--- config.mk ---
export PLATFORM = sky130hd
export DESIGN_NAME = mem_arbiter
export DESIGN_NICKNAME = d
export VERILOG_FILES = /design/src/rtl/mem_arbiter.sv
export SDC_FILE = /design/constraint.sdc
export NUM_CORES = 1
export LEC_CHECK = 0
export CAP_MARGIN = 0
export CELL_PAD_IN_SITES_DETAIL_PLACEMENT = 1
export CELL_PAD_IN_SITES_GLOBAL_PLACEMENT = 2
export CORE_MARGIN = 2
export CORE_UTILIZATION = 23
export CTS_BUF_LIST = sky130_fd_sc_hd__clkbuf_2 sky130_fd_sc_hd__clkbuf_4 sky130_fd_sc_hd__clkbuf_8
export CTS_CLUSTER_SIZE = 40
export DETAILED_ROUTE_END_ITERATION = 10
export GPL_ROUTABILITY_DRIVEN = 0
export MAX_ROUTING_LAYER = met4
export PLACE_DENSITY = 0.94
export SYNTH_ARGS = -nofsm -noshare
export SYNTH_HDL_FRONTEND = slang
export SYNTH_SLANG_ARGS = --single-unit
--- constraint.sdc ---
create_clock -name clk -period 2.3 [get_ports clk]
set_input_delay 0.69 -clock clk [delete_from_list [all_inputs] [get_ports clk]]
set_output_delay 0.69 -clock clk [all_outputs]
set_load 0.05 [all_outputs]
--- src/rtl/mem_arbiter.sv ---
// mem_arbiter: shares one memory bus between fetch and load/store; data wins unless fetch has starved STARVE_LIMIT grants
module mem_arbiter #(
    parameter int STARVE_LIMIT = 4
) (
    input  logic        clk,
    input  logic        rst_n,
    input  logic        if_req,
    input  logic [31:0] if_addr,
    output logic [31:0] if_rdata,
    output logic        if_ready,
    input  logic        d_req,
    input  logic        d_we,
    input  logic [31:0] d_addr,
    input  logic [31:0] d_wdata,
    input  logic [3:0]  d_wstrb,
    output logic [31:0] d_rdata,
    output logic        d_ready,
    output logic        mem_valid,
    output logic        mem_we,
    output logic [31:0] mem_addr,
    output logic [31:0] mem_wdata,
    output logic [3:0]  mem_wstrb,
    input  logic [31:0] mem_rdata,
    input  logic        mem_ready,
    output logic [1:0]  arb_owner
);
    typedef enum logic [1:0] {IDLE, BUSY_IF, BUSY_D, RESP} state_t;
    localparam logic [3:0] LIMIT = 4'(STARVE_LIMIT);
    state_t state, state_n;
    logic [3:0] starve_cnt;
    logic grant_if, grant_d, done;
    always_comb begin
        done = (state == BUSY_IF || state == BUSY_D) && mem_ready;
        grant_d = state == IDLE && d_req && !(if_req && starve_cnt == LIMIT);
        grant_if = state == IDLE && if_req && !grant_d;
        state_n = grant_d ? BUSY_D : grant_if ? BUSY_IF : done ? RESP : state == RESP ? IDLE : state;
    end
    always_ff @(posedge clk) begin
        if (!rst_n) begin
            state <= IDLE;
            starve_cnt <= 4'd0;
            if_rdata <= 32'd0;
            if_ready <= 1'b0;
            d_rdata <= 32'd0;
            d_ready <= 1'b0;
            mem_valid <= 1'b0;
            mem_we <= 1'b0;
            mem_addr <= 32'd0;
            mem_wdata <= 32'd0;
            mem_wstrb <= 4'd0;
            arb_owner <= 2'b00;
        end else begin
            state <= state_n;
            if_ready <= done && state == BUSY_IF;
            d_ready <= done && state == BUSY_D;
            if (grant_if) begin
                mem_valid <= 1'b1;
                mem_we <= 1'b0;
                mem_addr <= if_addr;
                mem_wdata <= 32'd0;
                mem_wstrb <= 4'd0;
                arb_owner <= 2'b01;
                starve_cnt <= 4'd0;
            end else if (grant_d) begin
                mem_valid <= 1'b1;
                mem_we <= d_we;
                mem_addr <= d_addr;
                mem_wdata <= d_wdata;
                mem_wstrb <= d_we ? d_wstrb : 4'd0;
                arb_owner <= 2'b10;
                starve_cnt <= (if_req && starve_cnt < LIMIT) ? starve_cnt + 4'd1 : starve_cnt;
            end
            if (done) begin
                mem_valid <= 1'b0;
                if (state == BUSY_IF) if_rdata <= mem_rdata;
                else if (!mem_we) d_rdata <= mem_rdata;
            end
            if (state == RESP) arb_owner <= 2'b00;
        end
    end
endmodule

Word level (Yosys, flattened, before mapping) --
Cells that the tools add are included.
Word-level totals: input bits 138, word-level logic and storage cells 58, ROM bits 0, memories 0, RAM bits 0, latch bits 0, bits in registers 144, output and inout bits 138
Operators by class: reductions and logical operators 24, shift-type cells 0, add/sub/neg operators 1, $mul 0, order comparisons 1, equal/unequal tests 4, divide/modulo/power cells 0, bitwise operators 3, muxes and demuxes 11
Operators by type and width (count):
- $mux 32 | 2
- $logic_and 1x1->1 | 9
- $mux 2 | 4
- $reduce_or 2->1 | 4
- $add 4x1->4 const B | 1
- $eq 2x2->1 const B | 2
- $eq 4x3->1 const B | 1
- $lt 4x3->1 const B | 1
- $mux 1 | 4
- $mux 4 | 1
- $reduce_and 2->1 | 2
- $reduce_bool 4->1 | 1
- $not 1->1 | 3
- $reduce_and 3->1 | 1
- $reduce_bool 3->1 | 1
- $reduce_or 3->1 | 1
- $eq 2x1->1 const B | 1
- $logic_not 1->1 | 2
- $logic_not 2->1 | 1
- $reduce_bool 2->1 | 1
- $logic_or 1x1->1 | 1

Logic depth before layout (Yosys ltp) --
depth after elaboration 8, gate-level depth with buffers 8

Worst setup path before layout --
No wires, ideal clock.
kind input port to flip-flop, start point input d_req, end point register mem_addr[10], data arrival time 1.657 ns, data required time 2.211 ns, stages 6, setup time 0.089 ns, setup slack 0.555 ns, buffers on the path 3, cell sequence buf_2 > nand2_1 > or2_1 > buf_6 > buf_6 > a311oi_2
Between the ends: word-level cells in the longest chain between the ends 5
RTL lines:
- from (decl) | line 11 | input logic d_req,
- $logic_and 1x1->1 (*) (2 in a row) | line 34 | grant_d = state == IDLE && d_req && !(if_req && starve_cnt == LIMIT);
- $logic_not 1->1 | line 35 | grant_if = state == IDLE && if_req && !grant_d;
- $logic_and 1x1->1 | line 35
- $mux 32 / $reduce_bool 2->1 (equally long branches)
- to (signal assigned) | line 59 | mem_addr <= if_addr;
- to (signal assigned) | line 67 | mem_addr <= d_addr;
- to (decl) | line 20 | output logic [31:0] mem_addr,
Every way passes the cells marked *; elsewhere a longest branch is shown, timed or not. A chain may end at the register's enable or synchronous reset.

Worst setup path in the final report --
start point register if_rdata[1], end point output if_rdata[1]
RTL lines:
- from (decl) | line 9 | output logic [31:0] if_rdata,
- from (signal assigned) | line 75 | if (state == BUSY_IF) if_rdata <= mem_rdata;
No word-level cell between the ends.

==> impl_results.md <==
* Post-synthesis cell type with the largest combined area: dfxtp_1
* # rows at 58
* Max Fclk at 446 MHz
* RSZ-0062 raised after global routing: false
* Setup_tns at 0 ns
* Diode count at 0
* Run status: finished clean
* Register area share after synthesis at 49.3%
* H-tree depth at 4
* Post-synth top area share at 49.3%
* CP Capture Type: primary output
* Synth warnings at 0
* LEAKAGE at just under 4 nW
* Max Slew Vio Count at 0
* Total routed wirelength at about 21 mm
* Total track usage at between 15 and 20%
* Actual slew at the worst max-slew pin at ~0.76 ns
* DRC Markers at 0
* FF-to-FF Start: state[0]$_SDFFE_PP0P_
* Fin Clk Skew at 0.0182 ns
* Vias in the first global route at 6,011
* Post-DRT Antenna Nets at 0
* Slack of the critical path at roughly 0.059 ns
* WS Path Type: flop to primary output
* CP Data Required Time at 1.61 ns
* # Post-CTS Setup Buffers at 0
* Max rail drop VDD at approximately 0.33 mV
* Root buf cell: clkbuf_8
* Top delay family on crit path: buffers and inverters
* DP Area at 0.00904 sq mm
* Largest fanout on the critical path at 2
* Fin crit share at 97.4%
* Die W at 164 um
* Worst slack at placement at -0.0300 ns
* Max_slew headroom at 49.0%
* Max-cap violations at 0
* TritonCTS buffer count at 17
* PwrDens at just over 800 mW/mm^2
* CTS tree: built
* IO Pins at 276
* Hold_buf cts at 0
* Placed cell count at 1,256
* Area Growth Syn to Fin at 59.7%
* Worst setup SP type: flop
* Critical path's largest stage delay at 0.80 ns
* WP buf/inv at 1
* Clock Path Buffers at 2
* Syn Area/Cell at 8.57 sq um
* Synth area leaders: dfxtp_1, nand2_1, a311oi_2
* CP Cell Sequence: clkdlybuf4s50_1
* Wire per inst at 16.4 um
* Worst-path clk slew at 0.08 ns
* Tightest Hold Check Type: flop to flop
* Vias per cell at 4.49
* Initial Util at approximately a quarter
* First-pass GRT wire length at 32.1 mm
* Critical path arrival at ~1.6 ns
* Die height at 164 um
* Syn nets at 827
* Netlist cell types at 35
* Total chip power at 7.63 mW
* Final min period at between 2 and 2.5 ns
* Hpwl dp at 15.0 mm
* Register bit total from synthesis at 144
* Clock sinks at between 100 and 150
* IO buf count at 275
* Vias at around 5,800
* Final Hold Fails at 0
* Layout cell share with drive strength beyond 1 at 11.4%
* 1st-iter DRT viols at 243
* Synth Instances at 683
* Die ar. at around 0.027 sq mm
* Layout Cells excl Fill at 1,288
* CP Launch Point: if_rdata[1]$_SDFFE_PN0P_
* Final Setup Violations at 0
* First-pass DRT Iterations at 4
* Initial antenna violation count at 0
* Critical Path Slowest Stage Cell: clkdlybuf4s50_1
* NumNets Final at around 1,100
* Cell area after synthesis at 0.00585 sq mm
* Global route total overflow at 0
* Hold wc startpoint: d_rdata[1]$_SDFFE_PN0P_
* Core box area at 0.0251 sq mm
* Clock latency on the worst-skew pair at 0.44 ns
* Post-route cell area at slightly above 0.009 sq mm
* Largest net degree at the start of global routing at 78
-- cell usage in the layout (no fill, tap or decap), types with 2 or more instances in the layout --
| cell type | n |
|---|---|
| clkinvlp_4 | 3 |
| nor3_1 | 33 |
| clkbuf_4 | 2 |
| clkdlybuf4s50_1 | 137 |
| a21oi_1 | 65 |
| clkbuf_8 | 18 |
| clkinv_4 | 2 |
| nor2_1 | 4 |
| a311oi_2 | 27 |
| inv_1 | 4 |
| inv_6 | 2 |
| nand2_1 | 230 |
| a211oi_1 | 2 |
| buf_12 | 8 |
| dlygate4sd2_1 | 122 |
| bufinv_16 | 4 |
| nand3_1 | 40 |
| a31o_2 | 2 |
| dfxtp_1 | 144 |
| dlymetal6s2s_1 | 4 |
| a311oi_1 | 6 |
| buf_4 | 33 |
| nand4_1 | 2 |
| and2_1 | 2 |
| ha_1 | 6 |
| mux2i_1 | 36 |
| o21ai_0 | 2 |
-- final cells by class --
| cell class | instances | area (sq um) |
|---|---|---|
| clock buffer | 20 | 263 |
| tap | 330 | 413 |
| sequential | 144 | 2880 |
| inverter | 5 | 21.3 |
| clock inverter | 12 | 183 |
| timing repair buffer | 305 | 2900 |
| fill | 2991 | 15800 |
| multi-input combinational | 472 | 2680 |
-- cells by family (layout without fill, tap and decap cells) --
logic type,count (synthesis),after routing,share of synthesized area (%)
AND/OR/NAND/NOR,321,321,22.9
flip-flops,144,144,49.3
AO/OA/AOI/OAI,109,109,15.0
buffers and inverters,67,342,5.41
multiplexers,36,36,6.16
adder cells (fa/ha/maj),6,6,1.28
-- Yosys cell counts, drive strengths merged --
| cell type | number |
|---|---|
| nand2 | 231 |
| dfxtp | 144 |
| a21oi | 65 |
| clkbuf | 40 |
| nand3 | 40 |
| mux2i | 36 |
| a311oi | 33 |
| nor3 | 33 |
| buf | 22 |
| ha | 6 |
| inv | 5 |
| nor2 | 5 |
| a211oi | 3 |
| a31o | 2 |
| and2 | 2 |
| nand4 | 2 |
| o21ai | 2 |
| a41oi | 1 |
| and4b | 1 |
| nand2b | 1 |
| nand3b | 1 |
| nand4bb | 1 |
| nor3b | 1 |
| nor4 | 1 |
| nor4bb | 1 |
| o2111ai | 1 |
| o211a | 1 |
| o311a | 1 |
| or2 | 1 |
-- routing by layer --
metal | routed length [um] | track usage [%] | up-vias
met2 | 9960 | 26.3 | 195
li1 | - | - | 2841
met1 | 9210 | 18.5 | 2719
met4 | 327 | 4.51 | 0
met3 | 1580 | 4.82 | 24
met5 | 0 | - | -
-- what timing repair did --
action,in CTS,in global routing
pin swaps,0,0
setup endpoints to repair,122,4
hold endpoints to repair,0,0
gates resized for setup,122,4
-- per-stage QoR --
stage                     utilization (%)  hold WS [ns]
after floorplan                         -         0.474
after global placement               36.0         0.442
after detailed placement             36.0         0.448
after CTS                            37.2         0.460
after global routing                 37.2         0.471
final                                37.2         0.453
-- final timing paths --
kind                                                 end  slack, ns  cells past startpoint
worst max-delay path                         if_rdata[1]       0.06                      1
worst min-delay path             d_rdata[1]$_SDFFE_PN0P_       0.45                      2
worst min register to register   d_rdata[1]$_SDFFE_PN0P_       0.45                      2
worst max register to register  mem_addr[2]$_SDFFE_PN0P_       0.48                      6
-- power breakdown --
part | leakage, nW | internal [mW] | switching, mW | total (mW)
logic | 2.56 | 0.840 | 1.64 | 2.48
clock network | 0.217 | 1.25 | 1.04 | 2.29
registers | 1.18 | 2.74 | 0.131 | 2.87
total | 3.95 | 4.82 | 2.81 | 7.63
-- state kept, by name, summed over array words and instances (netlist names), 2 cells and up --
signal and count:
mem_addr 32, arb_owner 2, starve_cnt 4, d_rdata 32, state 2, mem_wdata 32, mem_wstrb 4, if_rdata 32
Note: power is estimated with default switching activity, not from simulation.
